`src/rtl/uart_tx_arb_pkg.sv`:
```
// Shared definitions for the uart_tx byte arbiter: FSM state encoding,
// parameter defaults and byte width.
package uart_tx_arb_pkg;

    // Arbiter FSM states. Encoding is fixed so the debug port reads the same
    // values in every build.
    typedef enum logic [1:0] {
        ST_IDLE      = 2'd0,
        ST_ISSUE     = 2'd1,
        ST_WAIT_BUSY = 2'd2,
        ST_WAIT_DONE = 2'd3
    } arb_state_e;

    // Default number of requesters sharing one uart_tx.
    localparam int NREQ_DEFAULT    = 4;

    // Default cycles to wait for tx_busy to rise after a start pulse.
    localparam int BUSY_TO_DEFAULT = 4;

    // Width of one requester byte lane.
    localparam int BYTE_W          = 8;

endpackage

```
`src/rtl/uart_tx_arb_rr_pick.sv`:
```
// Round-robin priority pick: returns a one-hot winner, searching upward from
// ptr_i and wrapping to bit 0. An empty request vector gives an all-zero grant.
module uart_tx_arb_rr_pick #(
    parameter int NREQ = 4,
    parameter int PW   = $clog2(NREQ)
) (
    input  logic [NREQ-1:0] req_i,
    input  logic [PW-1:0]   ptr_i,
    output logic [NREQ-1:0] grant_o
);

    logic [NREQ-1:0] upper;
    logic [NREQ-1:0] cand;
    logic            found;

    // Requests at or above the pointer take priority; fall back to the full
    // vector when none are set there (this is the wrap-around case).
    always_comb begin
        upper = '0;
        for (int i = 0; i < NREQ; i++) begin
            upper[i] = req_i[i] & (i >= int'(ptr_i));
        end
        cand = (|upper) ? upper : req_i;
    end

    // Lowest set bit of the candidate vector wins.
    always_comb begin
        grant_o = '0;
        found   = 1'b0;
        for (int i = 0; i < NREQ; i++) begin
            if (!found && cand[i]) begin
                grant_o[i] = 1'b1;
                found      = 1'b1;
            end
        end
    end

endmodule

```
`src/rtl/uart_tx_arb.sv`:
```
// Byte arbiter in front of a single uart_tx. Several requesters offer bytes
// with valid/ready; a burst (bytes up to req_last) keeps the transmitter
// locked to one requester. Each accepted byte is launched with a one-cycle
// tx_en pulse, and the arbiter then waits for tx_busy to rise and fall
// before accepting the next byte.
//
// Handshake: a byte moves from requester i when req_valid[i] & req_ready[i]
// are both high at a rising clk edge. req_ready is combinational from
// req_valid, is raised only in IDLE, and only for the single winner.
module uart_tx_arb
    import uart_tx_arb_pkg::*;
#(
    parameter int NREQ    = NREQ_DEFAULT,
    parameter int BUSY_TO = BUSY_TO_DEFAULT
) (
    input  logic                       clk,
    input  logic                       resetn,
    input  logic [NREQ-1:0]            req_valid,
    input  logic [BYTE_W*NREQ-1:0]     req_data,
    input  logic [NREQ-1:0]            req_last,
    output logic [NREQ-1:0]            req_ready,
    output logic                       tx_en,
    output logic [BYTE_W-1:0]          tx_data,
    input  logic                       tx_busy,
    output logic [$clog2(NREQ)-1:0]    grant_id,
    output logic                       locked,
    output logic                       active,
    output logic [1:0]                 dbg_state
);

    localparam int GW = $clog2(NREQ);
    localparam int CW = $clog2(BUSY_TO + 1);

    // Registered state.
    arb_state_e        state_q;
    logic              tx_en_q;
    logic [BYTE_W-1:0] tx_data_q;
    logic [GW-1:0]     grant_id_q;
    logic              locked_q;
    logic [GW-1:0]     rr_ptr_q;
    logic [CW-1:0]     to_cnt_q;

    // Combinational arbitration results.
    logic [NREQ-1:0]   owner_mask;
    logic [NREQ-1:0]   eligible;
    logic [NREQ-1:0]   win_oh;
    logic [GW-1:0]     win_idx_d;
    logic [BYTE_W-1:0] win_byte_d;
    logic              win_last_d;
    logic [GW-1:0]     rr_ptr_d;
    logic              xfer;

    // While a burst lock is held only the owner (grant_id_q) may compete.
    always_comb begin
        owner_mask = '0;
        for (int i = 0; i < NREQ; i++) begin
            owner_mask[i] = (grant_id_q == GW'(i));
        end
        eligible = locked_q ? (req_valid & owner_mask) : req_valid;
    end

    uart_tx_arb_rr_pick #(
        .NREQ (NREQ),
        .PW   (GW)
    ) u_rr_pick (
        .req_i   (eligible),
        .ptr_i   (rr_ptr_q),
        .grant_o (win_oh)
    );

    // Decode the one-hot winner into its index, byte and last flag.
    always_comb begin
        win_idx_d  = '0;
        win_byte_d = '0;
        win_last_d = 1'b0;
        for (int i = 0; i < NREQ; i++) begin
            if (win_oh[i]) begin
                win_idx_d  = GW'(i);
                win_byte_d = req_data[BYTE_W*i +: BYTE_W];
                win_last_d = req_last[i];
            end
        end
    end

    // Next round-robin pointer: one past the winner, wrapping at NREQ-1.
    always_comb begin
        if (win_idx_d == GW'(NREQ - 1)) begin
            rr_ptr_d = '0;
        end else begin
            rr_ptr_d = win_idx_d + GW'(1);
        end
    end

    // Ready is forced low during reset so nothing is accepted while resetn=0.
    assign xfer      = (state_q == ST_IDLE) && (|win_oh);
    assign req_ready = (resetn && (state_q == ST_IDLE)) ? win_oh : '0;

    // Arbiter FSM with its registered outputs, lock and round-robin pointer.
    always_ff @(posedge clk or negedge resetn) begin
        if (!resetn) begin
            state_q    <= ST_IDLE;
            tx_en_q    <= 1'b0;
            tx_data_q  <= '0;
            grant_id_q <= '0;
            locked_q   <= 1'b0;
            rr_ptr_q   <= '0;
            to_cnt_q   <= '0;
        end else begin
            case (state_q)
                ST_IDLE: begin
                    if (xfer) begin
                        tx_data_q  <= win_byte_d;
                        grant_id_q <= win_idx_d;
                        tx_en_q    <= 1'b1;
                        state_q    <= ST_ISSUE;
                        // A non-last byte opens (or keeps) the lock; the
                        // owner's last byte closes it.
                        locked_q   <= !win_last_d;
                        if (!locked_q || win_last_d) begin
                            rr_ptr_q <= rr_ptr_d;
                        end
                    end
                end
                ST_ISSUE: begin
                    tx_en_q  <= 1'b0;
                    to_cnt_q <= '0;
                    state_q  <= ST_WAIT_BUSY;
                end
                ST_WAIT_BUSY: begin
                    if (tx_busy) begin
                        state_q <= ST_WAIT_DONE;
                    end else if (to_cnt_q == CW'(BUSY_TO - 1)) begin
                        // uart_tx never acknowledged; treat the byte as sent.
                        state_q <= ST_IDLE;
                    end else begin
                        to_cnt_q <= to_cnt_q + CW'(1);
                    end
                end
                ST_WAIT_DONE: begin
                    if (!tx_busy) begin
                        state_q <= ST_IDLE;
                    end
                end
                default: begin
                    tx_en_q <= 1'b0;
                    state_q <= ST_IDLE;
                end
            endcase
        end
    end

    assign tx_en     = tx_en_q;
    assign tx_data   = tx_data_q;
    assign grant_id  = grant_id_q;
    assign locked    = locked_q;
    assign active    = (state_q != ST_IDLE);
    assign dbg_state = state_q;

endmodule

```
`config.mk`:
```
export PLATFORM = sky130hd
export DESIGN_NAME = uart_tx_arb
export DESIGN_NICKNAME = d
export VERILOG_FILES = /design/src/rtl/uart_tx_arb_pkg.sv /design/src/rtl/uart_tx_arb_rr_pick.sv /design/src/rtl/uart_tx_arb.sv
export SDC_FILE = /design/constraint.sdc
export NUM_CORES = 1
export LEC_CHECK = 0
export ABC_AREA = 1
export CAP_MARGIN = 5
export CORE_ASPECT_RATIO = 1.25
export CORE_MARGIN = 10
export CORE_UTILIZATION = 37
export CTS_CLUSTER_DIAMETER = 120
export DETAILED_ROUTE_END_ITERATION = 7
export PLACE_DENSITY = 0.75
export SYNTH_ARGS = -nofsm -noshare
export SYNTH_HDL_FRONTEND = slang
export SYNTH_SLANG_ARGS = --single-unit
```
`constraint.sdc`:
```
create_clock -name clk -period 1.7 [get_ports clk]
set_input_delay 0.34 -clock clk [delete_from_list [all_inputs] [get_ports clk]]
set_output_delay 0.34 -clock clk [all_outputs]
set_load 0.05 [all_outputs]
```
==> results of run 1 <==
-- sequential cells by signal, indices dropped and copies added, names as in the netlist --
signal / count
tx_data: 8
to_cnt_q: 3
dbg_state: 2
grant_id: 2
rr_ptr_q: 2
locked: 1
tx_en: 1
-- power groups by stage --
stage | Combinational (µW) | Sequential [µW] | Clock (µW)
after floorplan | 1260 | 1280 | 0
after global placement | 2700 | 822 | 0
after detailed placement | 2730 | 828 | 0
after CTS | 2910 | 821 | 311
after global routing | 3410 | 858 | 333
final | 3140 | 825 | 305
-- metrics by stage --
step / total power (µW) / instances / setup WS, ns / area (µm²) / util [%]
3_3_place_gp: 3520 / 314 / -0.3786 / 2202 / 63.77
5_1_grt: 4599 / 329 / -0.5170 / 2431 / 70.40
4_1_cts: 4046 / 326 / -0.4329 / 2328 / 67.43
2_1_floorplan: 2543 / 194 / -0.2961 / 1360 / -
3_5_place_dp: 3558 / 314 / -0.4080 / 2202 / 63.77
6_report: 4275 / 329 / -0.4148 / 2431 / 70.40
-- cells in the final DEF (no fill, tap or decap), types with 2 or more instances in the layout --
cell type	synthesis	final
clkbuf_8	0	3
nor2_2	1	3
nor2_1	12	6
buf_4	1	43
a21oi_1	9	4
nand3_2	7	4
nand2_2	7	8
o21ai_2	2	3
nand2_1	93	87
nand2_4	2	7
dfrtp_2	0	3
o21ai_0	6	3
buf_6	1	2
inv_2	4	4
a21oi_2	0	5
nand3_1	5	5
inv_1	13	11
ha_1	2	2
buf_12	0	7
clkdlybuf4s50_1	0	42
o21ai_1	1	3
nand3_4	0	3
dfrtp_1	19	16
nor2_4	2	6
inv_4	1	3
-- area by class of cell --
cell class	instances	area share (%)
multi-input cells	155	36.08
inverters	18	3.088
repair buffers	94	37.26
clock buffers	4	1.853
flip-flops and latches	19	19.71
well taps	39	2.007
-- layer usage --
metal | part of all wire, % | GRT usage, %
met3 | 6.2 | 4.577
met4 | 1.0 | 2.076
met5 | 0 | 0
met1 | 38 | 13.20
met2 | 55 | 24.75
-- cell families after synthesis --
logic type      count (synthesis)  synth area share (%)
buf+inv                        20                 6.782
compound gates                 20                 8.692
fa+ha+maj                       2                 1.910
flops                          19                 36.29
simple gates                  133                 46.32
-- worst max path at each step --
stage                     cells after the start                     end  slack, ns
final                                        10            req_ready[3]      -0.41
after global routing                         12            req_ready[3]      -0.52
after CTS                                    10            req_ready[3]      -0.43
after detailed placement                     14  tx_data[7]$_DFFE_PN0P_      -0.41
after global placement                       10            req_ready[3]      -0.38
after floorplan                               9            req_ready[3]      -0.30
-- repair_timing --
item                                   CTS  global route
buffers inserted                         8             3
gates resized for setup                  7            23
setup endpoints to repair               17            22
endpoints found under the hold margin    0             0
pin swaps                                9            12
cloned                                   0             0
-- worst max-delay path: cells and delay by family, from the launching register on --
| kind | cells | cell delay (ns) |
|---|---|---|
| compound gates | 1 | 0.17 |
| buf+inv | 1 | 0.14 |
| flops | 1 | 0.46 |
| simple gates | 8 | 0.74 |
==> results_dict.tcl, run 1 <==
set metrics [dict create \
    num_antenna_cells 0 \
    skew_ns 0.001149 \
    required_ns 1.36 \
    power.density_mw_per_mm2 1758 \
    grt_setup_unrepaired "yes" \
    tightest_slew_ns 0.2389 \
    synth_edf_count 0 \
    fp-row-count 24 \
    worstSetupPathType "register to output pin" \
    multi_input_area_um2 877.1 \
    r2r_setup_slack_ns -0.20 \
    slew_headroom_pct 84.08 \
    ys_seq_area_share_pct 36.29 \
    power.share.clock_pct 7.1 \
    cp-start-kind "register" \
    drive_gt1_share_pct 36.55 \
    cts_sinks 19 \
    setup_viol 19 \
    rr_worst_depth 14 \
    synth_top_cell_area_share_pct 36.29 \
    clk_pin_slew_ns 0.07 \
    port_buffers 61 \
    syn_to_final_growth_pct 85.58 \
    cp_max_fo 6 \
    drtPass1Iterations 4 \
    slowest_delay_ns 0.46 \
    hold_buffers 0 \
    synth_cell_type_count 24 \
    synth_common_cells "nand2_1, dfrtp_1, inv_1" \
    grt_usage_pct 13.02 \
    io_pins 62 \
    via_per_inst 4.678 \
    violations "setup timing" \
    synth_cells 194 \
    fin_crit_ns 2.115 \
    die_w_um 73.22 \
    wl_um 4361 \
    grt_pass1_wl_um 6748 \
    ir_worst_vdd_mv 1.393 \
    status "finished with violations" \
    avgRoutedWirePerCell_um 13.26 \
    yosysWarnings 0 \
    yosysTopAreaCell "dfrtp_1" \
    clockBufferDepth 2 \
    combPwrFrac_pct 73.6 \
    synthesis.nets 239 \
    htree_num_levels 1 \
    path_cells "o21ai_2 -> nand3_2 -> nand2_2 -> nor2_4 -> nand2_2 -> nand2_4 -> nor2_4 -> nand3_4 -> nor2_4 -> buf_12" \
    p_leak_uw 0.001214 \
    timing.rr.start "grant_id[0]$_DFFE_PN0P_" \
    path_common_cell "nor2_4" \
    finalNetCount 336 \
    critPathCaptureType "output pin" \
    switching_share_pct 50.53 \
    start_util_pct 37.93 \
    drtIter0Drc 42 \
    netlist_area_mm2 0.001310 \
    hp-class "input pin to async pin" \
    ys.flop_type "dfrtp_1" \
    root_buffer "clkbuf_8" \
    finalSetupTns_ns -3.753 \
    ff_latch_area_um2 479.2 \
    dieArea_mm2 0.006335 \
    globalplace.congestion 0.8064 \
    finalHoldViolations 0 \
    r2r_end "tx_data[3]$_DFFE_PN0P_" \
    vias 1539 \
    core_area_mm2 0.003453 \
    overflow 0 \
    numCtsBuffers 3 \
    power.internal_uw 2115 \
    clk_latency_ns 0.25 \
    final_max_slew_viol_count 0 \
    die_h_um 86.53 \
    ys_ff_latch 19 \
    post-route-period-util_pct 124.4 \
    crit_arrival_ns 1.77 \
    grt_max_degree 20 \
    dpl.hpwl_um 3393 \
    setup_slack_ns -0.4148 \
    synth.most_common_cell "nand2_1" \
    postRouteAntennaNets 0 \
    max_freq_mhz 472.8 \
    antenna_found_initial 0 \
    hold-worst-slack_ns 0.4530 \
    fillers 281 \
    p_sw_uw 2160 \
    critPathLaunch "grant_id[0]$_DFFE_PN0P_" \
    grt_pass1_vias 1573 \
    synth_area_leaders "dfrtp_1, nand2_1, nand3_2" \
    cts_tree "done" \
    async_flop_share_pct 100.0 \
    slowest_stage "dfrtp_2" \
    drc 0 \
    drv_cap 0 \
    synth_area_per_cell_um2 6.753 \
    seqPwrFrac_pct 19.3 \
]
Note: power is estimated with default switching activity, not from simulation.
==> inputs of run 2 (changes only) <==
--- a/config.mk
+++ b/config.mk
@@ -11,8 +11,10 @@
 export CORE_MARGIN = 10
 export CORE_UTILIZATION = 37
 export CTS_CLUSTER_DIAMETER = 120
+export CTS_CLUSTER_SIZE = 24
 export DETAILED_ROUTE_END_ITERATION = 7
 export PLACE_DENSITY = 0.75
+export SETUP_SLACK_MARGIN = 0.05
 export SYNTH_ARGS = -nofsm -noshare
 export SYNTH_HDL_FRONTEND = slang
 export SYNTH_SLANG_ARGS = --single-unit
==> results_dict.tcl, run 2 (synthesis gave the netlist of run 1 again) <==
set metrics [dict create \
    overflow 0 \
    power.density_mw_per_mm2 1764 \
    core_area_mm2 0.003453 \
    drc 0 \
    htree_num_levels 1 \
    num_antenna_cells 0 \
    combPwrFrac_pct 73.6 \
    avgRoutedWirePerCell_um 13.30 \
    critPathCaptureType "output pin" \
    drtIter0Drc 50 \
    largest_reg_flops 8 \
    switching_share_pct 50.46 \
    grt_use_met1_pct 13.20 \
    numCtsBuffers 3 \
    drtPass1Iterations 4 \
    syn_to_final_growth_pct 86.15 \
    via_per_inst 4.702 \
    p_leak_uw 0.001213 \
    dpl.hpwl_um 3393 \
    drive_gt1_share_pct 37.24 \
    fp-row-count 24 \
    postRouteAntennaNets 0 \
    die_h_um 86.53 \
    globalplace.congestion 0.8064 \
    status "finished with violations" \
    slew_headroom_pct 84.08 \
    final_cell_mix "nand2_1, buf_4, clkdlybuf4s50_1" \
    dieArea_mm2 0.006335 \
    post-route-period-util_pct 124.4 \
    setup_slack_ns -0.4143 \
    power.internal_uw 2131 \
    io_pins 62 \
    cts_tree "done" \
    finalSetupTns_ns -3.750 \
    fin_cells 329 \
    grt_busiest_layer "met2" \
    antenna_found_initial 0 \
    fillers 282 \
    root_buffer "clkbuf_8" \
    final_util_pct 70.62 \
    rr_worst_depth 14 \
    grt_max_degree 20 \
    p_sw_uw 2170 \
    violations "setup timing" \
    port_buffers 61 \
    finalNetCount 336 \
    grt_setup_unrepaired "yes" \
    wl_um 4377 \
    grt_pass1_wl_um 6768 \
    die_w_um 73.22 \
    grt_usage_pct 13.07 \
    met2_usage_pct 24.90 \
    cp-start-kind "register" \
    setup_viol 19 \
    crit_arrival_ns 1.77 \
    skew_ns 0.0007249 \
    place_inst 314 \
    fin_crit_ns 2.114 \
    dp_slack_ns -0.4080 \
    grt_pass1_vias 1579 \
    drv_cap 0 \
    vias 1547 \
    worstSetupPathType "register to output pin" \
    final_max_slew_viol_count 0 \
    power.share.clock_pct 7.1 \
    use_met3_pct 4.577 \
    clk_latency_ns 0.25 \
    hp-class "input pin to async pin" \
    ir_worst_vdd_mv 1.392 \
    clockBufferDepth 2 \
    mostFrequentLayoutCell "nand2_1" \
    finalHoldViolations 0 \
    totalPowerFinal_uw 4301 \
    tightest_slew_ns 0.2389 \
    required_ns 1.36 \
    cp_max_fo 6 \
    max_freq_mhz 473.0 \
    start_util_pct 37.93 \
    cts_sinks 19 \
    seqPwrFrac_pct 19.3 \
    clk_pin_slew_ns 0.07 \
]
## run 2: area by class of cell
cell class              count  area (µm²)  share of cell area [%]
well taps                  39       48.80                   2.001
clock buffers               4       45.04                   1.847
inverters                  18       75.07                   3.079
flip-flops and latches     19       479.2                   19.65
repair buffers             94       905.9                   37.15
multi-input cells         155       884.6                   36.27
## run 2: final timing paths
kind	slack, ns	from	to
min in group clk	0.49	to_cnt_q[0]$_DFFE_PN0P_	to_cnt_q[0]$_DFFE_PN0P_
max in group asynchronous	1.03	resetn	grant_id[0]$_DFFE_PN0P_
worst min register to register	0.49	to_cnt_q[0]$_DFFE_PN0P_	to_cnt_q[0]$_DFFE_PN0P_
worst max-delay path	-0.41	grant_id[0]$_DFFE_PN0P_	req_ready[3]
worst max register to register	-0.20	grant_id[0]$_DFFE_PN0P_	tx_data[3]$_DFFE_PN0P_
worst min-delay path	0.45	resetn	dbg_state[0]$_DFFE_PN0P_
## run 2: stage by stage
stage                     cell area, µm²  hold slack (ns)
after floorplan                     1360          0.04441
after global placement              2202           0.4719
after detailed placement            2202           0.4776
after CTS                           2333           0.4680
after global routing                2439           0.4840
final                               2439           0.4530
## run 2: worst max-delay path, stage by stage (launching register included)
cell	delay [ns]
dfrtp_2	0.46
o21ai_2	0.17
nand3_2	0.12
nand2_2	0.11
nor2_4	0.05
nand2_2	0.07
nand2_4	0.07
nor2_4	0.11
nand3_4	0.08
nor2_4	0.13
buf_12	0.14
## run 2: what timing repair did
item | in CTS | in global routing
endpoints found under the setup margin | 22 | 22
setup buffers | 8 | 3
hold buffers | 0 | 0
resized for setup | 8 | 26
pin swaps | 9 | 15
## run 2: metal layers
layer  part of all wire (%)  routed length, µm  vias up
met3                    6.3                275        4
li1                       -                  -      798
met2                     55               2403       40
met4                    1.0                 45        0
met5                      0                  0        -
met1                     38               1653      705
## run 2: power by group through the flow
stage | Combinational [µW] | Sequential (µW) | Clock (µW)
after global routing | 3430 | 859 | 333
after floorplan | 1260 | 1280 | 0
after detailed placement | 2730 | 828 | 0
after global placement | 2700 | 822 | 0
final | 3170 | 829 | 305
after CTS | 2920 | 821 | 311
==> inputs of run 3 (changes only) <==
--- a/config.mk
+++ b/config.mk
@@ -8,7 +8,7 @@
 export ABC_AREA = 1
 export CAP_MARGIN = 5
 export CORE_ASPECT_RATIO = 1.25
-export CORE_MARGIN = 10
+export CORE_MARGIN = 2
 export CORE_UTILIZATION = 37
 export CTS_CLUSTER_DIAMETER = 120
 export CTS_CLUSTER_SIZE = 24
==> results_dict.tcl, run 3 (synthesis gave the netlist of run 1 again) <==
set metrics [dict create \
    status "finished with violations" \
    violations "setup timing" \
    die_w_um 57.22 \
    finalNetCount 339 \
    port_buffers 61 \
    grt_setup_unrepaired "yes" \
    cts_sinks 19 \
    seqPwrFrac_pct 19.1 \
    hold_buffers 0 \
    clk_pin_slew_ns 0.07 \
    fp-row-count 24 \
    finalHoldViolations 0 \
    die_h_um 70.53 \
    drtIter0Drc 48 \
    largest_reg_flops 8 \
    grt_pass1_vias 1627 \
    htree_num_levels 1 \
    post-route-period-util_pct 126.5 \
    cp_max_fo 5 \
    place_area_mm2 0.002210 \
    dp_slack_ns -0.3860 \
    combPwrFrac_pct 73.7 \
    power.share.clock_pct 7.2 \
    cp-start-kind "register" \
    io_pins 62 \
    drtPass1Iterations 4 \
    grt_pass1_wl_um 7127 \
    max_freq_mhz 464.9 \
    setup_slack_ns -0.4510 \
    num_antenna_cells 0 \
    drive_gt1_share_pct 38.57 \
    skew_ns 0.001479 \
    start_util_pct 37.93 \
    wl_met1_um 1789 \
    via_per_inst 4.741 \
    antenna_found_initial 0 \
    ir_worst_vdd_mv 1.164 \
    required_ns 1.36 \
    root_buffer "clkbuf_8" \
    final_area_mm2 0.002486 \
    r2r_setup_slack_ns -0.29 \
    overflow 0 \
    drc 0 \
    clk_latency_ns 0.25 \
    fin_crit_ns 2.151 \
    p_leak_uw 0.001230 \
    p_sw_uw 2206 \
    met3_length_um 124 \
    grt_max_degree 20 \
    worstSetupPathType "register to output pin" \
    final_max_slew_viol_count 0 \
    cts_tree "done" \
    syn_to_final_growth_pct 89.78 \
    hp-class "input pin to async pin" \
    numCtsBuffers 3 \
    power.density_mw_per_mm2 1759 \
    postRouteAntennaNets 0 \
    wl_um 4310 \
    dieArea_mm2 0.004035 \
    clockBufferDepth 2 \
    grt_usage_pct 22.12 \
    slew_headroom_pct 83.80 \
    dr.max_layer_used "met4" \
    drv_cap 0 \
    globalplace.congestion 0.8483 \
    avgRoutedWirePerCell_um 12.98 \
    critPathCaptureType "output pin" \
    switching_share_pct 50.46 \
    power.internal_uw 2167 \
    met2_length_um 2366 \
    mostFrequentLayoutCell "nand2_1" \
    final_cell_mix "nand2_1, clkdlybuf4s50_1, buf_4" \
    core_area_mm2 0.003453 \
    dpl.hpwl_um 3027 \
    crit_arrival_ns 1.81 \
    setup_viol 19 \
    tightest_slew_ns 0.2414 \
    vias 1574 \
]
==> run 3: changes by cell type in the layout (fill, tap and decap cells not counted), sizes merged <==
cell,before,now
buf,52,55
==> run 3: worst paths after layout <==
kind | start | end | cells past startpoint
max in group asynchronous | resetn | locked$_DFFE_PN0P_ | 2
worst min-delay path | resetn | to_cnt_q[2]$_DFFE_PN0P_ | 2
min in group clk | tx_data[0]$_DFFE_PN0P_ | tx_data[0]$_DFFE_PN0P_ | 2
worst max register to register | grant_id[1]$_DFFE_PN0P_ | rr_ptr_q[0]$_DFFE_PN0P_ | 13
worst max-delay path | grant_id[1]$_DFFE_PN0P_ | req_ready[3] | 10
worst min register to register | tx_data[0]$_DFFE_PN0P_ | tx_data[0]$_DFFE_PN0P_ | 2
==> run 3: routing by layer <==
| layer | global-route usage, % | vias up |
|---|---|---|
| li1 | - | 808 |
| met1 | 27.04 | 723 |
| met2 | 40.36 | 39 |
| met3 | 3.519 | 4 |
| met4 | 4.651 | 0 |
| met5 | 0 | - |
==> run 3: timing repair <==
item	CTS	global route
resized for setup	17	24
buffers inserted	8	5
pin swaps	5	11
setup endpoints to repair	22	22
==> run 3: critical path, stage by stage (launching register included) <==
cell and delay, ns:
dfrtp_2 0.45, o21ai_2 0.19, nand3_2 0.12, nand2_2 0.12, nor2_4 0.05, nand2_2 0.08
nand2_4 0.07, nor2_4 0.10, nand3_2 0.11, nor2_4 0.12, buf_12 0.14
==> run 3: power groups by stage <==
| stage | Combinational, µW | Clock [µW] | Sequential [µW] |
|---|---|---|---|
| 2_1_floorplan | 1260 | 0 | 1280 |
| 3_3_place_gp | 2690 | 0 | 819 |
| 3_5_place_dp | 2720 | 0 | 822 |
| 4_1_cts | 2980 | 324 | 818 |
| 5_1_grt | 3480 | 345 | 864 |
| 6_report | 3220 | 316 | 833 |
==> run 3: final cells by class <==
cell class              count  area (µm²)
clock buffers               4       45.04
flip-flops and latches     19       479.2
repair buffers             97       943.4
well taps                  39       48.80
multi-input cells         155       894.6
fillers                   279       967.2
inverters                  18       75.07
==> run 3: through the flow <==
| stage | util [%] | total power [µW] | setup TNS [ns] | hold slack, ns | std cells |
|---|---|---|---|---|---|
| CTS | 68.80 | 4125 | -3.584 | 0.4756 | 327 |
| global placement | 63.99 | 3509 | -5.607 | 0.4657 | 315 |
| global route | 71.99 | 4692 | -6.931 | 0.4887 | 332 |
| floorplan | - | 2543 | -2.989 | 0.04441 | 194 |
| detailed placement | 63.99 | 3546 | -6.074 | 0.4661 | 315 |
| finish | 71.99 | 4373 | -4.710 | 0.4647 | 332 |
